===== config.mk =====
export PLATFORM = sky130hd
export DESIGN_NAME = regfile_sb_flat
export DESIGN_NICKNAME = d
export VERILOG_FILES = /design/src/rtl/regfile_pkg.sv /design/src/rtl/regfile_sb_if.sv /design/src/rtl/regfile_clr_fsm.sv /design/src/rtl/regfile_sb.sv /design/src/flat_wrapper.sv
export SDC_FILE = /design/constraint.sdc
export NUM_CORES = 2
export LEC_CHECK = 0
export BUFFER_PORTS_ARGS = -buffer_cell sky130_fd_sc_hd__clkbuf_2
export CORE_MARGIN = 8
export CORE_UTILIZATION = 50
export CTS_CLUSTER_DIAMETER = 150
export DETAILED_ROUTE_END_ITERATION = 12
export MAX_ROUTING_LAYER = met4
export PLACE_DENSITY_LB_ADDON = 0.1
export SLEW_MARGIN = 20
export SYNTH_ARGS = -nofsm -noshare
export SYNTH_HDL_FRONTEND = slang
export SYNTH_SLANG_ARGS = --single-unit

===== constraint.sdc =====
create_clock -name clk -period 48.4 [get_ports clk]
set_input_delay 4.84 -clock clk [delete_from_list [all_inputs] [get_ports clk]]
set_output_delay 4.84 -clock clk [all_outputs]
set_load 0.03 [all_outputs]

===== src/rtl/regfile_pkg.sv =====
// regfile_pkg: shared types, default sizes and address-0 masking for regfile_sb
package regfile_pkg;
  typedef enum logic [1:0] {IDLE, CLEAR, DONE} clr_state_e;
  localparam int XLEN_DEF = 32;
  localparam int NREG_DEF = 32;
  localparam int NRD_DEF = 2;
  function automatic logic live(input logic is_zero, input logic zero_reg);
    return !(is_zero && zero_reg);
  endfunction
endpackage


===== src/rtl/regfile_sb_if.sv =====
// regfile_sb_if: ID/WB-facing bundle of the register file.
// Ports: writeback (we_i/wa_i/wd_i), packed read ports (ra_i/rd_o/busy_o),
// scoreboard set (sb_set_i/sb_addr_i), clear engine (clr_req_i/clr_busy_o/clr_done_o).
interface regfile_sb_if #(
  parameter int XLEN = regfile_pkg::XLEN_DEF,
  parameter int NREG = regfile_pkg::NREG_DEF,
  parameter int NRD = regfile_pkg::NRD_DEF
);
  localparam int AW = $clog2(NREG);
  logic we_i;
  logic [AW-1:0] wa_i;
  logic [XLEN-1:0] wd_i;
  logic [NRD*AW-1:0] ra_i;
  logic [NRD*XLEN-1:0] rd_o;
  logic [NRD-1:0] busy_o;
  logic sb_set_i;
  logic [AW-1:0] sb_addr_i;
  logic clr_req_i;
  logic clr_busy_o;
  logic clr_done_o;
  modport master (
    output we_i, wa_i, wd_i, ra_i, sb_set_i, sb_addr_i, clr_req_i,
    input rd_o, busy_o, clr_busy_o, clr_done_o
  );
  modport slave (
    input we_i, wa_i, wd_i, ra_i, sb_set_i, sb_addr_i, clr_req_i,
    output rd_o, busy_o, clr_busy_o, clr_done_o
  );
endinterface


===== src/rtl/regfile_clr_fsm.sv =====
// regfile_clr_fsm: sequential clear engine walking every register index once.
// Ports: clk, rst (async high), clr_req_i in; clr_active (wipe entry clr_idx this
// cycle), clr_idx, clr_busy_o (CLEAR or DONE), clr_done_o (one-cycle DONE pulse) out.
module regfile_clr_fsm
  import regfile_pkg::*;
#(
  parameter int NREG = NREG_DEF,
  parameter int AW = $clog2(NREG)
) (
  input  logic clk,
  input  logic rst,
  input  logic clr_req_i,
  output logic clr_active,
  output logic [AW-1:0] clr_idx,
  output logic clr_busy_o,
  output logic clr_done_o
);
  clr_state_e state_q, state_d;
  logic [AW-1:0] idx_q, idx_d;
  logic last;
  assign last = idx_q == AW'(NREG - 1);
  always_ff @(posedge clk or posedge rst) begin
    if (rst) begin
      state_q <= IDLE;
      idx_q <= '0;
    end else begin
      state_q <= state_d;
      idx_q <= idx_d;
    end
  end
  // idx holds at NREG-1 on the final clear so it never wraps
  always_comb begin
    state_d = state_q;
    idx_d = idx_q;
    case (state_q)
      IDLE: if (clr_req_i) begin
        state_d = CLEAR;
        idx_d = '0;
      end
      CLEAR: begin
        state_d = last ? DONE : CLEAR;
        idx_d = last ? idx_q : idx_q + AW'(1);
      end
      default: state_d = IDLE;
    endcase
  end
  always_comb begin
    clr_active = state_q == CLEAR;
    clr_idx = idx_q;
    clr_busy_o = state_q != IDLE;
    clr_done_o = state_q == DONE;
  end
endmodule


===== src/rtl/regfile_sb.sv =====
// regfile_sb: parametrised register file with pending-write scoreboard and clear engine.
// Ports: clk, rst (async high), bus (regfile_sb_if.slave): writeback, NRD combinational
// read ports with busy bits, scoreboard set, clear request/status.
// Optional: define REGFILE_BYPASS_EN to forward same-cycle writeback data to read ports.
module regfile_sb
  import regfile_pkg::*;
#(
  parameter int XLEN = XLEN_DEF,
  parameter int NREG = NREG_DEF,
  parameter int NRD = NRD_DEF,
  parameter int ZERO_REG = 1
) (
  input logic clk,
  input logic rst,
  regfile_sb_if.slave bus
);
  localparam int AW = $clog2(NREG);
  localparam logic ZR = ZERO_REG != 0;
  logic [XLEN-1:0] mem_q [NREG];
  logic [XLEN-1:0] mem_d [NREG];
  logic [NREG-1:0] busy_q, busy_d;
  logic clr_active;
  logic [AW-1:0] clr_idx;
  logic idle, wr_ok, set_ok;
  regfile_clr_fsm #(.NREG(NREG), .AW(AW)) u_clr (
    .clk(clk),
    .rst(rst),
    .clr_req_i(bus.clr_req_i),
    .clr_active(clr_active),
    .clr_idx(clr_idx),
    .clr_busy_o(bus.clr_busy_o),
    .clr_done_o(bus.clr_done_o)
  );
  assign idle = !bus.clr_busy_o;
  assign wr_ok = bus.we_i && idle && live(bus.wa_i == '0, ZR);
  assign set_ok = bus.sb_set_i && idle && live(bus.sb_addr_i == '0, ZR);
  // set is applied after write so a same-cycle new producer leaves the entry busy
  always_comb begin
    mem_d = mem_q;
    busy_d = busy_q;
    if (clr_active) begin
      mem_d[clr_idx] = '0;
      busy_d[clr_idx] = 1'b0;
    end else begin
      if (wr_ok) begin
        mem_d[bus.wa_i] = bus.wd_i;
        busy_d[bus.wa_i] = 1'b0;
      end
      if (set_ok) busy_d[bus.sb_addr_i] = 1'b1;
    end
  end
  always_ff @(posedge clk or posedge rst) begin
    if (rst) begin
      for (int i = 0; i < NREG; i++) mem_q[i] <= '0;
      busy_q <= '0;
    end else begin
      mem_q <= mem_d;
      busy_q <= busy_d;
    end
  end
  for (genvar k = 0; k < NRD; k++) begin : g_rd
    logic [AW-1:0] ra;
    logic ok, hit, pend;
    assign ra = bus.ra_i[k*AW +: AW];
    assign ok = live(ra == '0, ZR);
`ifdef REGFILE_BYPASS_EN
    assign hit = wr_ok && ra == bus.wa_i;
`else
    assign hit = 1'b0;
`endif
    // a same-cycle scoreboard set on the bypassed address cancels forwarding
    assign pend = set_ok && ra == bus.sb_addr_i;
    assign bus.rd_o[k*XLEN +: XLEN] = !ok ? '0 : (hit && !pend) ? bus.wd_i : mem_q[ra];
    assign bus.busy_o[k] = ok && (hit ? pend : busy_q[ra]);
  end
endmodule


===== src/flat_wrapper.sv =====
// flat-port wrapper written by rule: the top's interface ports become plain ports
module regfile_sb_flat import regfile_pkg::*;
#(
  parameter int XLEN = XLEN_DEF,
  parameter int NREG = NREG_DEF,
  parameter int NRD = NRD_DEF,
  parameter int ZERO_REG = 1
)
  (clk, rst, bus_we_i, bus_wa_i, bus_wd_i, bus_ra_i, bus_sb_set_i, bus_sb_addr_i, bus_clr_req_i, bus_rd_o, bus_busy_o, bus_clr_busy_o, bus_clr_done_o);
  regfile_sb_if #(.XLEN(XLEN), .NREG(NREG), .NRD(NRD)) bus_i ();
  input logic clk;
  input logic rst;
  input wire logic [$bits(bus_i.we_i)-1:0] bus_we_i;
  input wire logic [$bits(bus_i.wa_i)-1:0] bus_wa_i;
  input wire logic [$bits(bus_i.wd_i)-1:0] bus_wd_i;
  input wire logic [$bits(bus_i.ra_i)-1:0] bus_ra_i;
  input wire logic [$bits(bus_i.sb_set_i)-1:0] bus_sb_set_i;
  input wire logic [$bits(bus_i.sb_addr_i)-1:0] bus_sb_addr_i;
  input wire logic [$bits(bus_i.clr_req_i)-1:0] bus_clr_req_i;
  output wire logic [$bits(bus_i.rd_o)-1:0] bus_rd_o;
  output wire logic [$bits(bus_i.busy_o)-1:0] bus_busy_o;
  output wire logic [$bits(bus_i.clr_busy_o)-1:0] bus_clr_busy_o;
  output wire logic [$bits(bus_i.clr_done_o)-1:0] bus_clr_done_o;
  assign bus_i.we_i = bus_we_i;
  assign bus_i.wa_i = bus_wa_i;
  assign bus_i.wd_i = bus_wd_i;
  assign bus_i.ra_i = bus_ra_i;
  assign bus_i.sb_set_i = bus_sb_set_i;
  assign bus_i.sb_addr_i = bus_sb_addr_i;
  assign bus_i.clr_req_i = bus_clr_req_i;
  assign bus_rd_o = bus_i.rd_o;
  assign bus_busy_o = bus_i.busy_o;
  assign bus_clr_busy_o = bus_i.clr_busy_o;
  assign bus_clr_done_o = bus_i.clr_done_o;
  regfile_sb #(.XLEN(XLEN), .NREG(NREG), .NRD(NRD), .ZERO_REG(ZERO_REG)) u_core (.clk(clk), .rst(rst), .bus(bus_i));
endmodule

======== Word-level counts from Yosys, hierarchy flattened ========
Cells that the tools add are included.
word-level totals
  bits in registers ....................... 1063
  latch bits .............................. 0
  memory bits (writable) .................. 0
  ROM bits ................................ 0
  input bits .............................. 57
  output and inout port bits .............. 68
  word-level logic and storage cells ...... 126
  memories ................................ 0
operators by class
  add/sub/neg operators ................... 1
  multiply operators ...................... 0
  divide/modulo/power cells ............... 0
  $lt $le $gt $ge ......................... 14
  eq/ne operators ......................... 5
  shifts and indexed selects .............. 0
  multiplexer cells ....................... 35
  bitwise logic cells ..................... 11
  reductions and logical operators ........ 25
operators with widths
  kind                                                                count
  2-to-1 mux 1024 bit                                                 2
  AND 1024 bit                                                        1
  bitwise mux 1024 bit                                                1
  inverter 1024 bit                                                   1
  2-to-1 mux 32 bit                                                   12
  binary-select mux 32 bit (select 5 bit)                             2
  demux 32 bit (select 5 bit)                                         2
  AND 32 bit                                                          2
  inverter 32 bit                                                     2
  OR 32 bit                                                           1
  less-than comparator 5 x 6 -> 1 bit (second input constant)         5
  greater-or-equal comparator 6 bit (second input constant)           4
  inverter 5 -> 6 bit                                                 4
  zero test 5 bit                                                     4
  demux 1 bit (select 5 bit)                                          3
  greater-or-equal comparator 5 x 1 -> 1 bit (second input constant)  3
  less-than comparator 6 x 1 -> 1 bit (second input constant)         2
  logical AND 1 bit                                                   11
  binary-select mux 1 bit (select 5 bit)                              2
  2-to-1 mux 5 bit                                                    2
  case mux 5 bit (2 select lines)                                     1
  nonzero test 2 bit                                                  3
  adder 5 x 1 -> 5 bit (second input constant)                        1
  == test 5 bit (second input constant)                               1
  other kinds (9)                                                     19

======== Longest topological paths before layout ========
  depth in word-level cells ............... 11
  gate-level depth with buffers ........... 10
  mapped depth without buffers ............ 7

======== Hierarchy ========
Synthesis repeated with hierarchy kept, for this count alone.
second synthesis, totals
  cells, all modules ...................... 3943
  area, all modules ....................... 54962.7 sq um
modules (own cells, without submodules)
  module           instances  cells each  area each (sq um)  sequential area each (sq um)
  regfile_sb       1          3910        54601.1            26425.3
  regfile_clr_fsm  1          33          361.6              175.2

======== Least setup slack after synthesis ========
No wires, ideal clock.
  path kind ............................... in2out
  from .................................... in bus_ra_i[1]
  to ...................................... out bus_rd_o[14]
  arrival ................................. 7037 ps
  required time ........................... 43560 ps
  path slack .............................. 36523 ps
  stages .................................. 8
  buffers on the path ..................... 5
  cells stage by stage .................... buf_2 > buf_2 > buf_4 > buf_2 > buf_2 > mux4_2 > a211oi_1 > a311oi_1
between the ends
  longest elaborated chain between the ends .. 5
  elaborated cells on any way between the ends .. 6
  classes of those cells .................. mux: 4; bitwise: 1; reduce/logical: 1
RTL lines
  element                                               line                text
  start, declared                                       flat_wrapper.sv:16  input wire logic [$bits(bus_i.ra_i)-1:0] bus_ra_i;
  inverter 5 -> 6 bit (implied by the code)             regfile_sb.sv:73    assign bus.rd_o[k*XLEN +: XLEN] = !ok ? '0 : (hit && !pend) ? bus.wd_i : mem_q[ra];
  binary-select mux 32 bit (select 5 bit)               regfile_sb.sv:73
  2-to-1 mux 32 bit (implied by the code) (2 in a row)  regfile_sb.sv:73
  2-to-1 mux 32 bit *                                   regfile_sb.sv:73
  end, declared                                         flat_wrapper.sv:20  output wire logic [$bits(bus_i.rd_o)-1:0] bus_rd_o;
Every way passes the cells marked *; elsewhere a longest branch is shown, timed or not. The select of a mux whose other input is x is not followed.

======== Worst setup path in the final report ========
  from .................................... in bus_ra_i[6]
  to ...................................... out bus_rd_o[33]
The elaborated chain is that of the path after synthesis.

==> summary.txt <==
Status
  • Status: completed

CTS
  • Worst-Skew Late Latency: 0.73 ns
  • CTS tree: done
  • Reg clk slew, reported paths: 0.06 ns
  • Num CTS Buffers: 117
  • Max H-tree Level: 3
  • CTS Buffer Depth: 3
  • CTS resizes: 0
  • Hold-fix buffers, CTS: 0
  • Post-CTS Setup Bufs: 0
  • Clock sink count: 1063
  • Root Driver: clkbuf_16

Pwr
  • Part of the power in the clock network: 36.5%
  • Worst VDD drop: 0.0000327 V
  • Comb power frac: 20.8%
  • Internal power: 0.00180 W
  • Net switching power figure: 0.000815 W
  • PwrDens: 42.4 nW/um^2
  • Sw Ratio: 31.2%
  • Sequential Power Share: 42.7%
  • P_leak: 27.0 nW

Cells and area
  • Final instance area: 61600 um^2
  • Final net count: 4083
  • Share of cells above drive strength 1: 25.9%
  • Fill cells: 8945
  • Synthesis-to-layout area growth: 11.1%

GRT
  • Global route overflow: 0
  • First-pass GRT wire length: 325 mm
  • GRT Util Overall: 37.9%
  • Initial antenna violation count: 18
  • Number of global-route vias before repair: 42400
  • Pin count of the biggest net entering global routing: 162

Setup path
  • Slowest cell on crit path: a311oi_1
  • CP endpoint kind: output pin
  • Critical path arrival: 8.93 ns
  • Setup Crit Path Kind: input port to output pin
  • Worst path most repeated cell: buf_4
  • FF-to-FF setup slack: 44.64 ns
  • Required time of the critical path: 43.56 ns
  • CP Launch Type: input port
  • Crit path cell chain: buf_8, buf_4, buf_4, or4_4, o21ai_0, a311oi_1, clkbuf_2
  • Crit-path max cell delay: 0.83 ns
  • CP max FO: 64

Yosys
  • Ys Warns: 0
  • Mapped cell area: 55400 um^2
  • Main combinational cell family by area after synthesis: multiplexers
  • Post-synth EDFFs: 0
  • Synthesized instance count: 4174
  • Synth async-reset ratio: 100%
  • Top-count cell post-synth: dfrtp_1
  • Most used flip-flop cell after synthesis: dfrtp_1
  • Fraction of the mapped netlist area in simple logic gates: 4.56%
  • Syn_area_per_cell: 13.3 um^2
  • Adder-cell share of the synthesized area: 0.113%
  • Yosys top cell area share: 48.0%
  • Cell accounting for the most synthesized area: dfrtp_1
  • Post-synthesis compound-gate area fraction: 20.8%
  • Synth Area in XOR/XNOR: 0%
  • Syn Nets: 4236
  • Multiplexer share of the synthesized area: 22.5%
  • Distinct cells, synth: 53
  • Synth top area cells: dfrtp_1, mux4_2, a22o_1, mux2i_1, clkbuf_1
  • Flops & latches, synth: 1063
  • Seq/Total Area, Yosys: 48.0%
  • Top post-synthesis cells by count: dfrtp_1, a22o_1, mux4_2

STA
  • Final Hold Fails: 0
  • FMAX: 72.6 MHz
  • Worst slew pin tran: 1.17 ns
  • Final Cycle Share: 28.4%
  • Setup TNS: 0 ns
  • Clk_skew: 0.0159 ns
  • Tmin final: 13.77 ns
  • RSZ-0062 raised after global routing: no
  • Slew Viols, Final: 0
  • Slew HR: 21.1%
  • Final setup viols: 0

Routing
  • Post-route ant nets: 0
  • 1st-iter DRT viols: 6828
  • Drc violations: 0
  • Post-DR vias/cell: 7.75
  • Routed length per instance: 40.5 um
  • Vias: 43600
  • Pre-antenna DRT Iters: 7
  • Final wirelength: 228 mm

Worst hold path
  • HP Class: flip-flop to flip-flop

Floorplan
  • Initial Utilization: 50.2%
  • Chip Width: 349 um
  • Die height: 349 um
  • Die area: 122000 um^2
  • Top-Level Pins: 125
  • Rows: 122
  • Total core area: 110000 um^2

Placed design
  • Port Buffers: 124
  • GP Congestion: 0.894
  • Dpl hpwl: 125 mm
  • Placed cell areas: 57500 um^2

Run
  • Max-cap violations: 0
[sequential cells by signal, indices dropped and copies added, names as in the netlist]
name and count:
u_core.busy_q 32, u_core.mem_q 1024, u_core.u_clr.clr_idx 5, u_core.u_clr.state_q 2
[worst max-delay path: cells and delay by family]
kind	cells	cell delay (ns)
compound gates	2	1.06
simple gates	1	0.78
buf+inv	4	2.10
[per-layer routing]
metal | global-route usage (%) | part of all wire, % | up-vias
met1 | 51.0 | 39 | 23000
li1 | - | - | 16400
met4 | 16.8 | 4.9 | 0
met3 | 13.4 | 14 | 678
met2 | 51.6 | 43 | 3478
met5 | - | 0 | -
[layout by cell type (no fill, tap or decap), types with 6 or more instances in the layout]
cell and count:
dfrtp_1 1063, a22o_1 915, mux4_2 462, nand2_1 239, o21ai_0 207, mux2i_1 132, buf_4 125, clkbuf_16 120
clkbuf_2 118, nor2b_1 74, a22oi_1 66, a211oi_1 66, mux2_2 66, a311oi_1 65, a221oi_1 45, and2_1 37
clkinv_2 31, clkbuf_8 25, clkbuf_1 23, o2111ai_1 21, diode_2 18, nor3_4 17, a31oi_4 15, nor2_1 13
bufinv_16 13, nor4_4 12, nand2b_1 11, a21oi_4 8, inv_1 8, nor3_1 8, and3_1 7, nor2_4 6
nand3_1 6, a32o_1 6
[power by group through the flow]
stage | registers [W] | logic, W | clock network (W)
5_1_grt | 0.00113 | 0.000568 | 0.000993
3_5_place_dp | 0.00112 | 0.000532 | 0
2_1_floorplan | 0.00109 | 0.000360 | 0
4_1_cts | 0.00111 | 0.000533 | 0.000958
6_report | 0.00111 | 0.000543 | 0.000952
3_3_place_gp | 0.00112 | 0.000523 | 0
[logic make-up (layout without fill, tap and decap cells)]
kind of cell,count (synthesis),after routing
fa+ha+maj,5,5
mux,660,660
simple gates,472,472
compound gates,1435,1435
flops,1063,1063
buf+inv,539,489
other cells,0,18
[cell type report]
| class | count | area, um^2 | share of cell area (%) |
|---|---|---|---|
| Timing Repair Buffer | 256 | 1780 | 2.89 |
| Clock buffer | 168 | 3430 | 5.57 |
| Multi-Input combinational cell | 2572 | 27200 | 44.1 |
| Antenna cell | 18 | 45.0 | 0.0731 |
| Clock inverter | 54 | 634 | 1.03 |
| Tap cell | 1488 | 1860 | 3.02 |
| Inverter | 11 | 53.8 | 0.0873 |
| Sequential cell | 1063 | 26600 | 43.2 |
[through the flow]
stage	util [%]	cells	power (W)	setup slack (ns)	hold WS [ns]
after CTS	55.7	5611	0.00260	34.62	0.508
after detailed placement	52.1	5389	0.00165	34.63	0.488
after global routing	55.8	5627	0.00269	34.41	0.524
after floorplan	-	4174	0.00145	13.64	0.467
final	55.8	5630	0.00261	34.63	0.503
after global placement	52.0	5387	0.00164	34.59	0.484
[worst paths after layout]
check,end,cells past startpoint,from
worst min register to register,u_core.mem_q[1011]$_DFFE_PP0P_,1,u_core.mem_q[1011]$_DFFE_PP0P_
max in group asynchronous,u_core.mem_q[992]$_DFFE_PP0P_,6,rst
worst max register to register,u_core.mem_q[787]$_DFFE_PP0P_,6,u_core.u_clr.state_q[0]$_DFFE_PP0P_
min in group asynchronous,u_core.mem_q[948]$_DFFE_PP0P_,2,rst
worst max-delay path,bus_rd_o[33],7,bus_ra_i[6]
worst min-delay path,u_core.mem_q[1011]$_DFFE_PP0P_,1,u_core.mem_q[1011]$_DFFE_PP0P_
Power figures use the tool's default switching activity.
